<file path="config.mk">
export PLATFORM = sky130hd
export DESIGN_NAME = gearbox_66_40_feeder
export DESIGN_NICKNAME = d
export VERILOG_FILES = /design/src/rtl/gearbox_66_40_feeder.sv
export SDC_FILE = /design/constraint.sdc
export NUM_CORES = 1
export LEC_CHECK = 0
export ABC_AREA = 1
export BUFFER_PORTS_ARGS = -buffer_cell sky130_fd_sc_hd__buf_2
export CORE_MARGIN = 5
export CORE_UTILIZATION = 49
export CTS_CLUSTER_SIZE = 25
export DETAILED_ROUTE_END_ITERATION = 16
export GPL_TIMING_DRIVEN = 0
export PLACE_DENSITY = 0.77
export SLEW_MARGIN = 10
export SYNTH_ARGS = -nofsm -noshare
export SYNTH_HDL_FRONTEND = slang
export SYNTH_SLANG_ARGS = --single-unit
</file>
<file path="constraint.sdc">
create_clock -name clk -period 4.7 [get_ports clk]
set_clock_uncertainty 0.1 [all_clocks]
set_input_delay 0.94 -clock clk [delete_from_list [all_inputs] [get_ports clk]]
set_output_delay 0.94 -clock clk [all_outputs]
set_load 0.05 [all_outputs]
</file>
<file path="src/rtl/gearbox_66_40_feeder.sv">
// gearbox_66_40_feeder: sequences a 66-to-40 gearbox (sclr/startup), buffers
// upstream 66-bit blocks in a small FIFO, advances gb_din on gb_ack, inserts
// IDLE blocks on underflow and checks the 20-acks-per-33-cycles cadence.
// Optional statistics counters are built when GB_FEED_STATS_EN is defined.
module gearbox_66_40_feeder #(
  parameter int unsigned FIFO_DEPTH  = 8,
  parameter int unsigned SCLR_CYCLES = 4,
  parameter int unsigned PRIME_LEVEL = 2,
  parameter logic [65:0] IDLE_BLOCK  = 66'h79
) (
  input  logic        clk,
  input  logic        rst_n,
  input  logic        restart,
  input  logic [65:0] in_data,
  input  logic        in_valid,
  output logic        in_ready,
  output logic [65:0] gb_din,
  output logic        gb_sclr,
  input  logic        gb_ack,
  output logic        running,
  output logic        underflow,
  output logic        ack_err,
  output logic [15:0] underflow_cnt,
  output logic [31:0] block_cnt
);

  localparam int unsigned BW  = 66;
  localparam int unsigned AW  = $clog2(FIFO_DEPTH);
  localparam int unsigned CW  = AW + 1;
  localparam int unsigned HCW = (SCLR_CYCLES > 2) ? $clog2(SCLR_CYCLES) : 1;
  localparam int unsigned WW  = 6;
  localparam logic [WW-1:0] WIN_LAST     = WW'(32);
  localparam logic [WW-1:0] ACKS_PER_WIN = WW'(20);

  typedef enum logic [1:0] {
    ST_HOLD  = 2'd0,
    ST_PRIME = 2'd1,
    ST_RUN   = 2'd2
  } state_t;

  state_t         state, next_state;
  logic [HCW-1:0] hold_cnt;

  logic [BW-1:0]  mem [FIFO_DEPTH];
  logic [AW-1:0]  wr_ptr, rd_ptr;
  logic [CW-1:0]  occ;
  logic           fifo_empty, fifo_full, flush, push, pop, underflow_evt;

  logic [WW-1:0]  win_cnt, win_acks, win_acks_total;
  logic           win_dirty;

  assign fifo_empty    = (occ == '0);
  assign fifo_full     = (occ == CW'(FIFO_DEPTH));
  assign in_ready      = (state != ST_HOLD) && !fifo_full;
  assign flush         = restart || (state == ST_HOLD);
  assign push          = in_valid && in_ready && !restart;
  assign pop           = gb_ack && (state == ST_RUN) && !fifo_empty && !restart;
  assign underflow_evt = gb_ack && (state == ST_RUN) && fifo_empty && !restart;

  // State register
  always_ff @(posedge clk or negedge rst_n) begin
    if (!rst_n) state <= ST_HOLD;
    else        state <= next_state;
  end

  // Next-state logic
  always_comb begin
    next_state = state;
    if (restart) begin
      next_state = ST_HOLD;
    end else begin
      case (state)
        ST_HOLD:  if (hold_cnt == '0) next_state = ST_PRIME;
        ST_PRIME: if (occ >= CW'(PRIME_LEVEL)) next_state = ST_RUN;
        ST_RUN:   next_state = ST_RUN;
        default:  next_state = ST_HOLD;
      endcase
    end
  end

  // Sync-clear hold down-counter, reloaded on every re-init
  always_ff @(posedge clk or negedge rst_n) begin
    if (!rst_n)                               hold_cnt <= HCW'(SCLR_CYCLES - 1);
    else if (restart)                         hold_cnt <= HCW'(SCLR_CYCLES - 1);
    else if (state == ST_HOLD && hold_cnt != '0) hold_cnt <= hold_cnt - HCW'(1);
  end

  // FIFO pointers and occupancy; flushed while holding or on restart
  always_ff @(posedge clk or negedge rst_n) begin
    if (!rst_n) begin
      wr_ptr <= '0;
      rd_ptr <= '0;
      occ    <= '0;
    end else if (flush) begin
      wr_ptr <= '0;
      rd_ptr <= '0;
      occ    <= '0;
    end else begin
      if (push) wr_ptr <= wr_ptr + AW'(1);
      if (pop)  rd_ptr <= rd_ptr + AW'(1);
      case ({push, pop})
        2'b10:   occ <= occ + CW'(1);
        2'b01:   occ <= occ - CW'(1);
        default: occ <= occ;
      endcase
    end
  end

  // FIFO storage (data only, no reset needed)
  always_ff @(posedge clk) begin
    if (push) mem[wr_ptr] <= in_data;
  end

  // Gearbox-facing registers: din, sclr, running, sticky underflow
  always_ff @(posedge clk or negedge rst_n) begin
    if (!rst_n) begin
      gb_din    <= IDLE_BLOCK;
      gb_sclr   <= 1'b1;
      running   <= 1'b0;
      underflow <= 1'b0;
    end else begin
      gb_sclr <= (next_state == ST_HOLD);
      running <= (next_state == ST_RUN);
      if (restart) begin
        gb_din    <= IDLE_BLOCK;
        underflow <= 1'b0;
      end else if (gb_ack) begin
        gb_din <= pop ? mem[rd_ptr] : IDLE_BLOCK;
        if (underflow_evt) underflow <= 1'b1;
      end
    end
  end

  assign win_acks_total = win_acks + WW'(gb_ack);

  // Cadence monitor: 33-cycle windows, only fully-RUN windows are judged
  always_ff @(posedge clk or negedge rst_n) begin
    if (!rst_n) begin
      win_cnt   <= '0;
      win_acks  <= '0;
      win_dirty <= 1'b0;
      ack_err   <= 1'b0;
    end else if (restart || gb_sclr) begin
      win_cnt   <= '0;
      win_acks  <= '0;
      win_dirty <= 1'b0;
      if (restart) ack_err <= 1'b0;
    end else if (win_cnt == WIN_LAST) begin
      if (state == ST_RUN && !win_dirty && win_acks_total != ACKS_PER_WIN)
        ack_err <= 1'b1;
      win_cnt   <= '0;
      win_acks  <= '0;
      win_dirty <= 1'b0;
    end else begin
      win_cnt   <= win_cnt + WW'(1);
      win_acks  <= win_acks_total;
      win_dirty <= win_dirty || (state != ST_RUN);
    end
  end

`ifdef GB_FEED_STATS_EN
  logic [15:0] ucnt_q;
  logic [31:0] bcnt_q;

  // Statistics: saturating underflow count, wrapping block count
  always_ff @(posedge clk or negedge rst_n) begin
    if (!rst_n) begin
      ucnt_q <= '0;
      bcnt_q <= '0;
    end else if (restart) begin
      ucnt_q <= '0;
      bcnt_q <= '0;
    end else begin
      if (underflow_evt && ucnt_q != 16'hFFFF) ucnt_q <= ucnt_q + 16'd1;
      if (pop) bcnt_q <= bcnt_q + 32'd1;
    end
  end

  assign underflow_cnt = ucnt_q;
  assign block_cnt     = bcnt_q;
`else
  assign underflow_cnt = '0;
  assign block_cnt     = '0;
`endif

endmodule

</file>
## Word level (Yosys, flattened, before mapping)

Memory sizes are Yosys's and may differ from the RTL's.
Cells that the tools add are included.

- Reductions and logical operators: 34
- Muxes and demuxes: 30
- $lt $le $gt $ge: 1
- $add $sub $neg: 7
- Equality and inequality tests: 10

Operators by type and width:

| operator | number |
|---|---|
| two-way mux 66 bit | 3 |
| two-way mux 6 bit | 4 |
| nonzero test 2 bit | 9 |
| two-way mux 3 bit | 4 |
| logical AND 1 bit | 11 |
| two-way mux 1 bit | 11 |
| two-way mux 2 bit | 5 |
| case mux 4 bit (2 select lines) | 1 |
| adder 3 x 1 -> 3 bit (second input constant) | 2 |
| adder 6 x 1 -> 6 bit | 1 |
| adder 6 x 1 -> 6 bit (second input constant) | 1 |
| equality test 2 bit (second input constant) | 3 |
| equality test 6 bit (second input constant) | 1 |
| zero test 2 bit | 3 |
| inequality test 6 x 5 -> 1 bit (second input constant) | 1 |
| case mux 2 bit (3 select lines) | 1 |
| adder 4 x 1 -> 4 bit (second input constant) | 1 |
| equality test 2 x 1 -> 1 bit (second input constant) | 2 |
| equality test 4 bit (second input constant) | 1 |
| >= comparator 4 x 2 -> 1 bit (second input constant) | 1 |
| zero test 1 bit | 4 |
| zero test 4 bit | 1 |
| two-way mux 4 bit | 1 |
| inequality test 2 bit (second input constant) | 2 |
| 6 further kinds | 8 |

- Memories: 1
- Register bits after elaboration: 97
- Bits in writable memories: 528
- Bits of input ports: 71
- Output and inout port bits: 119
- Word-level logic and storage cells: 96

Memory list:

| memory | depth | width | read ports | clocked after Yosys merged registers in | wr ports | line | text |
|---|---|---|---|---|---|---|---|
| mem | 8 | 66 | 1 | 0 | 1 | 44 | `logic [BW-1:0] mem [FIFO_DEPTH];` |

## Depth between registers and ports, before layout

Gate-level depths: netlist of the first run.

- Depth in word-level cells: 8
- Mapped depth: 15
- Gate-level depth less buffers: 15

## Least setup slack after synthesis of the first run

OpenSTA, ideal clock, no wires.

- Kind: input to register
- From: input port restart
- To: memory mem[0][0] (enable)
- Setup slack: -0.229 ns
- Library setup time: 0.490 ns
- Stages on the path: 6
- Required time: 4.110 ns
- Path buffers: 1
- Arrival time: 4.338 ns
- Path through: buf_6 > nor2_4 > nand3_4 > inv_2 > nand2_1 > nor2_1

- Longest elaborated chain between the ends: 4

Ends and longest elaborated chain:

| element | line | text |
|---|---|---|
| from (decl) | 13 | `input logic restart,` |
| zero test 1 bit | 56 | `assign push = in_valid && in_ready && !restart;` |
| logical AND 1 bit | 56 |  |
| two-way mux 1 bit | 111 | `if (push) mem[wr_ptr] <= in_data;` |
| two-way mux 1 bit (implied by the code) | 111 |  |
| to (decl) | 44 |  |

Every way passes these cells.

## Worst setup path in the final report of the first run

- From: input port restart
- To: memory mem[6][25] (enable)

Same word-level chain as after synthesis.

==> reports/metrics.csv, run 1 <==
stage,metric,value,unit
cts,CTS Buf Count,59,
timing,min cycle time layout,2.899,ns
synthesis,async set-reset flop share out of synthesis,15.52,%
timing,Final setup viols,0,
place,Port Buffers,140,
worst_setup_path,reg2reg setup slack,1.80,ns
detailed_routing,Post-Route WL,63.40,mm
timing,fin. max-slew vios,0,
power,power share of the combinational group,3.7,%
synthesis,"Seq/Total Area, Yosys",73.09,%
synthesis,post-synth top area cell,edfxtp_1,
cts,clk sinks,625,
synthesis,synthesized area per cell,12.33,µm²
layout,nets,2376,
layout,share of layout cells above drive strength 1,17.26,%
detailed_routing,antenna-violating nets left,0,
detailed_routing,1st-iter DRT viols,1808,
worst_setup_path,worst r2r path cells,8,
worst_setup_path,nature of the critical path endpoint,flip-flop,
floorplan,Die Ht,236.0,µm
place,global placement routability congestion,0.8179,
power,clock share of power,41.8,%
cts,# H-tree levels,2,
cts,# hold bufs at CTS,0,
power,Internal,8.835,mW
power,Pleak,11.38,nW
power,register share of total power,54.5,%
worst_setup_path,Worst EP required,4.91,ns
synthesis,synth top area cells,"edfxtp_1, dfrtp_1, nand2_1",
worst_setup_path,maximum fanout along the worst path,25,
timing,worst hold slack,0.1356,ns
synthesis,Yosys warnings,0,
floorplan,# rows,82,
timing,unrepaired setup endpoints after global routing,no,
cts,post-CTS sizing,0,
timing,relative slew slack,41.30,%
worst_setup_path,Reg2Reg Launch Point,state[1]$_DFF_PN0_,
synthesis,Post-Syn Area,25030,µm²
worst_setup_path,CP Launch Type,primary input,
power,Switch Pwr,2.327,mW
synthesis,Synth Instances,2029,
synthesis,Yosys top cell area share,63.35,%
global_route,first-pass GRT wire length,96.85,mm
synthesis,count of cell types in the netlist,40,
synthesis,top-count cell post-synth,edfxtp_1,
timing,max frequency,0.3450,GHz
synthesis,Post-synth EDFFs,528,
detailed_routing,vias per inst,5.531,
power,switching share of power,20.85,%
worst_setup_path,Setup CP Type,primary input to flip-flop,
detailed_routing,Pre-antenna DRT Iters,5,
synthesis,#FFs+latches synth,625,
run_status,status,finished clean,
cts,CTS tree,done,
detailed_routing,routed wire length per instance,20.97,µm
cts,post-CTS setup repair buffer count,0,
floorplan,Die X,236.0,µm
power,Peak supply drop,0.3077,mV
timing,Final Hold Viols,0,
cts,CTS max path bufs,3,
floorplan,Initial Utilization,49.68,%
timing,Post-Route Setup TNS,0,ns
worst_setup_path,reg2reg end,mem[6][25]$_DFFE_PP_,
layout,P&R area growth vs syn,16.38,%
global_route,number of global-route vias before repair,16591,
detailed_routing,vias,16719,
worst_hold_path,hold crit path type,primary input to asynchronous set/reset pin,
job,max-cap viol count,0,
floorplan,Die ar.,55690,µm²
power,Power Dens Cells,383.2,nW/µm²
synthesis,Synth Flop Type,edfxtp_1,
global_route,pin count of the biggest net entering global routing,64,
detailed_routing,# DRC,0,
worst_setup_path,CP arrival,3.11,ns
cts,clock transition at the registers of the reported paths,0.06,ns
global_route,initial antenna violation count,8,
synthesis,Commonest cells post-synth,"edfxtp_1, nand2_1, nor2_1",
cts,worst-skew pair later-pin latency,0.62,ns
cts,Root Driver,clkbuf_16,
global_route,gr ovfl total,0,
timing,Tcrit/Tclk final,61.67,%
floorplan,core area,50380,µm²
place,hpwl dp,41.20,mm
global_route,gr usage total,22.18,%
timing,worst-margin pin slew,0.8784,ns
floorplan,IO Pins,190,
==> layout by cell type, fill, tap and decap left out, drive strengths merged, types with 2 or more instances in the layout <==
cell / count
nand2: 448
nor3: 64
inv: 40
clkinv: 19
nor3b: 2
o31ai: 61
bufinv: 4
xnor2: 3
o21ai: 11
conb: 48
nor2: 281
diode: 5
edfxtp: 528
clkbuf: 123
buf: 292
dfstp: 8
ha: 9
dfrtp: 89
nand3: 108
o311ai: 61
clkinvlp: 3
a21oi: 132
xor2: 4
==> worst max-delay path, cell delays in order <==
cell,delay (ns)
buf_6,0.13
nor2_4,0.24
nand3_4,0.16
inv_2,0.12
nand2_1,0.26
nor2_4,0.67
buf_12,0.30
buf_12,0.23
==> worst max-delay path by stage <==
stage / from / end / depth (start not counted)
floorplan: restart / mem[0][0]$_DFFE_PP_ / 6
global placement: restart / mem[0][2]$_DFFE_PP_ / 6
detailed placement: restart / mem[6][63]$_DFFE_PP_ / 8
CTS: state[1]$_DFF_PN0_ / mem[6][21]$_DFFE_PP_ / 8
global route: state[1]$_DFF_PN0_ / mem[6][21]$_DFFE_PP_ / 8
finish: restart / mem[6][25]$_DFFE_PP_ / 8
==> power groups by stage <==
stage	registers, mW	clock network, mW	logic, mW
6_report	6.09	4.66	0.411
5_1_grt	6.09	4.92	0.451
4_1_cts	6.09	4.72	0.410
3_5_place_dp	6.20	0	0.408
3_3_place_gp	6.20	0	0.378
2_1_floorplan	6.21	0	0.237
==> layout make-up <==
type	count	area, µm²
Antenna cell	5	12.51
Buffer	172	957.2
Clock buffer	84	1652
Clock inverter	27	249.0
Fill cell	3836	21250
Inverter	39	146.4
Multi-Input combinational cell	1240	5867
Sequential cell	625	18290
Tap cell	672	840.8
Timing Repair Buffer	159	1110
==> stage by stage <==
stage | setup WS, ns | instances | cell area (µm²) | utilization [%] | power (mW)
after detailed placement | 1.188 | 2907 | 27210 | 54.02 | 6.609
after global placement | -2.772 | 2888 | 26740 | 53.09 | 6.582
after floorplan | -0.2286 | 2076 | 25200 | - | 6.447
after CTS | 1.799 | 3018 | 29110 | 57.79 | 11.21
final | 1.801 | 3023 | 29130 | 57.82 | 11.16
after global routing | 1.681 | 3020 | 29120 | 57.80 | 11.46
==> sequential cells by signal, indices dropped and copies added (netlist names), 3 cells and up <==
| register | flops |
|---|---|
| occ | 4 |
| wr_ptr | 3 |
| mem | 528 |
| gb_din | 66 |
| rd_ptr | 3 |
| win_acks | 6 |
| win_cnt | 6 |
==> layer usage <==
layer | wire length, µm | global-route usage [%] | vias up | share of wire [%]
met1 | 24620 | 30.00 | 8026 | 39
met5 | 57 | 0 | - | 0.090
li1 | - | - | 7641 | -
met3 | 6515 | 4.918 | 142 | 10
met2 | 30140 | 35.89 | 902 | 48
met4 | 2075 | 7.794 | 8 | 3.3
==> cell families (layout without fill, tap and decap cells) <==
group	Yosys count	count (layout)	share of synthesized area, %
compound gates	269	269	6.944
xor+xnor	7	7	0.2450
fa+ha+maj	9	9	0.4500
buf+inv	211	481	4.410
flops	625	625	73.09
other cells	1	53	0.01498
simple gates	907	907	14.84
No activity file was read; power rests on OpenSTA's default activity.
==> run 2, diff against run 1 <==
Settings changed: ABC_AREA 1 to 0, PLACE_DENSITY 0.77 to 0.8.
Clock period 4.7 ns to 2.37 ns, I/O delays scaled along.
==> run 2 against run 1 <==
The flow now finishes with violations (setup timing). Register-to-register slack got worse by 1.9 ns. Worst setup slack got worse by 1.9 ns. Combinational power rose by 100%. Core utilization rose by 1.9 points. Critical path type is now flip-flop to output pin. Largest cell class unchanged.
==> reports/metrics.csv, run 2 <==
stage,metric,value,unit
run_status,status,"finished, violations left",
run_status,failing checks,setup timing,
floorplan,Die ar.,53620,µm²
synthesis,#FFs+latches synth,625,
worst_setup_path,CP Launch Type,flip-flop,
synthesis,"Seq/Total Area, Yosys",76.05,%
worst_setup_path,maximum fanout along the worst path,5,
synthesis,Synth Flop Type,edfxtp_1,
power,register share of total power,54.9,%
power,Switch Pwr,4.580,mW
worst_setup_path,nature of the critical path endpoint,output pin,
cts,clk sinks,625,
global_route,gr ovfl total,0,
worst_setup_path,worst r2r path cells,8,
detailed_routing,antenna-violating nets left,0,
timing,Post-Route Setup TNS,-0.1845,ns
detailed_routing,routed wire length per instance,24.98,µm
place,hpwl dp,34.93,mm
layout,fin area,29140,µm²
synthesis,Synth Instances,1198,
power,power share of the combinational group,3.7,%
timing,Tcrit/Tclk final,104.7,%
timing,Final setup viols,2,
layout,"commonest non-fill, non-tap cell in the layout",edfxtp_1,
cts,# H-tree levels,2,
global_route,pin count of the biggest net entering global routing,58,
detailed_routing,1st-iter DRT viols,1106,
cts,CTS max path bufs,3,
layout,# fillers,3308,
floorplan,Die Ht,231.6,µm
worst_setup_path,reg2reg setup slack,-0.07,ns
worst_hold_path,Worst Min Path Start,in_data[65],
floorplan,Initial Utilization,49.34,%
layout,max reg flops,528,
global_route,gr usage total,21.11,%
synthesis,Post-synth EDFFs,528,
floorplan,core area,48750,µm²
job,max-cap viol count,0,
floorplan,IO Pins,190,
floorplan,Die X,231.6,µm
timing,fin. max-slew vios,0,
cts,CTS tree,done,
synthesis,top-count cell post-synth,edfxtp_1,
power,Peak supply drop,0.6839,mV
timing,max frequency,0.4032,GHz
place,global placement routability congestion,0.7241,
synthesis,Yosys top cell area share,65.92,%
detailed_routing,Post-Route WL,56.32,mm
timing,worst hold slack,0.02543,ns
power,Power Dens Cells,752.8,nW/µm²
power,Internal,17.35,mW
worst_setup_path,Reg2Reg Launch Point,occ[2]$_DFFE_PN0P_,
worst_hold_path,hold crit path type,primary input to flip-flop,
worst_setup_path,reg2reg end,occ[3]$_DFFE_PN0P_,
layout,"commonest cells after routing, fill and taps aside","edfxtp_1, buf_2, mux4_2",
cts,Root Driver,clkbuf_16,
worst_setup_path,Worst EP required,1.80,ns
detailed_routing,Pre-antenna DRT Iters,5,
timing,relative slew slack,29.60,%
cts,worst-skew pair later-pin latency,0.62,ns
worst_setup_path,CP arrival,1.91,ns
synthesis,count of cell types in the netlist,46,
synthesis,synth top area cells,"edfxtp_1, mux4_2, dfrtp_1",
timing,worst-margin pin slew,1.056,ns
layout,most flop-heavy register,mem,
synthesis,async set-reset flop share out of synthesis,15.52,%
floorplan,# rows,81,
cts,clock transition at the registers of the reported paths,0.07,ns
worst_setup_path,crit path launch,occ[2]$_DFFE_PN0P_,
worst_setup_path,Setup CP Type,flip-flop to output pin,
timing,unrepaired setup endpoints after global routing,yes,
detailed_routing,# DRC,0,
synthesis,Yosys warnings,0,
power,Pleak,10.17,nW
synthesis,Post-Syn Area,24050,µm²
power,switching share of power,20.88,%
power,total power,21.93,mW
layout,final core utilization,59.77,%
global_route,number of global-route vias before repair,13331,
layout,share of layout cells above drive strength 1,35.77,%
layout,P&R area growth vs syn,21.13,%
global_route,initial antenna violation count,12,
global_route,first-pass GRT wire length,84.16,mm
layout,largest registers,"mem (528), gb_din (66)",
timing,final worst slack,-0.1105,ns
cts,CTS Buf Count,56,
timing,Final Hold Viols,0,
timing,min cycle time layout,2.480,ns
power,clock share of power,41.4,%
worst_hold_path,Hold Path Stages,1,
place,Port Buffers,141,
synthesis,post-synth top area cell,edfxtp_1,
worst_hold_path,WHS Endpoint,mem[2][65]$_DFFE_PP_,
synthesis,synthesized area per cell,20.08,µm²
synthesis,Commonest cells post-synth,"edfxtp_1, mux4_2, dfrtp_1",
detailed_routing,vias,12605,
layout,nets,1618,
place,Placed Instance Area,26610,µm²
detailed_routing,vias per inst,5.590,
## run 2: power by group through the flow
stage                     combinational [mW]  sequential, mW  clock [mW]
after floorplan                        0.438            12.3           0
after global placement                 0.692            12.3           0
after detailed placement               0.750            12.3           0
after CTS                              0.813            12.0        9.18
after global routing                   0.883            12.0        9.70
final                                  0.820            12.0        9.08
## run 2: final cells by class
class / instances / area [µm²] / area share [%]
Clock buffer: 81 / 1605 / 5.510
Clock inverter: 24 / 247.7 / 0.8503
Antenna cell: 6 / 15.01 / 0.05153
Multi-Input combinational cell: 508 / 5418 / 18.59
Buffer: 102 / 699.4 / 2.401
Timing Repair Buffer: 237 / 1991 / 6.832
Tap cell: 664 / 830.8 / 2.852
Sequential cell: 625 / 18300 / 62.81
Inverter: 8 / 30.03 / 0.1031
## run 2: kinds of logic after synthesis
family | after synthesis | share of synthesized area (%)
mux | 200 | 15.19
buf+inv | 112 | 2.757
flops | 625 | 76.05
fa+ha+maj | 9 | 0.4682
compound gates | 90 | 2.018
simple gates | 145 | 2.918
xor+xnor | 16 | 0.5826
other cells | 1 | 0.01559
## run 2: routing by layer
metal | up-vias | track usage [%] | wire length (µm)
met2 | 617 | 35.73 | 28490
li1 | 5351 | - | -
met3 | 110 | 5.439 | 5421
met1 | 6517 | 27.11 | 20730
met4 | 10 | 6.758 | 1628
met5 | - | 0 | 54
## run 2: worst max-delay path by stage
stage                                 to  slack (ns)
floorplan            mem[0][0]$_DFFE_PP_       -1.22
global placement    mem[0][47]$_DFFE_PP_       -3.51
detailed placement  mem[7][26]$_DFFE_PP_       -0.57
CTS                             in_ready       -0.19
global route                    in_ready       -0.16
finish                          in_ready       -0.11
## run 2: metrics by stage
step	worst slack, ns	cells
after detailed placement	-0.5687	2090
after CTS	-0.1864	2243
after floorplan	-1.220	1245
after global routing	-0.1558	2252
after global placement	-3.506	2050
final	-0.1105	2255
## run 2: timing repair
item | 4_1_cts | 5_1_grt
endpoints found under the setup margin | 454 | 294
buffers inserted | 37 | 12
resized for setup | 48 | 23
pin swaps | 13 | 5
endpoints found under the hold margin | 101 | 0
cloned | 1 | 0
hold buffers | 14 | 0
## run 2: critical path: stages (launching register included)
cell	delay [ns]
dfrtp_2	0.44
or4b_4	0.54
o21a_1	0.15
buf_6	0.16
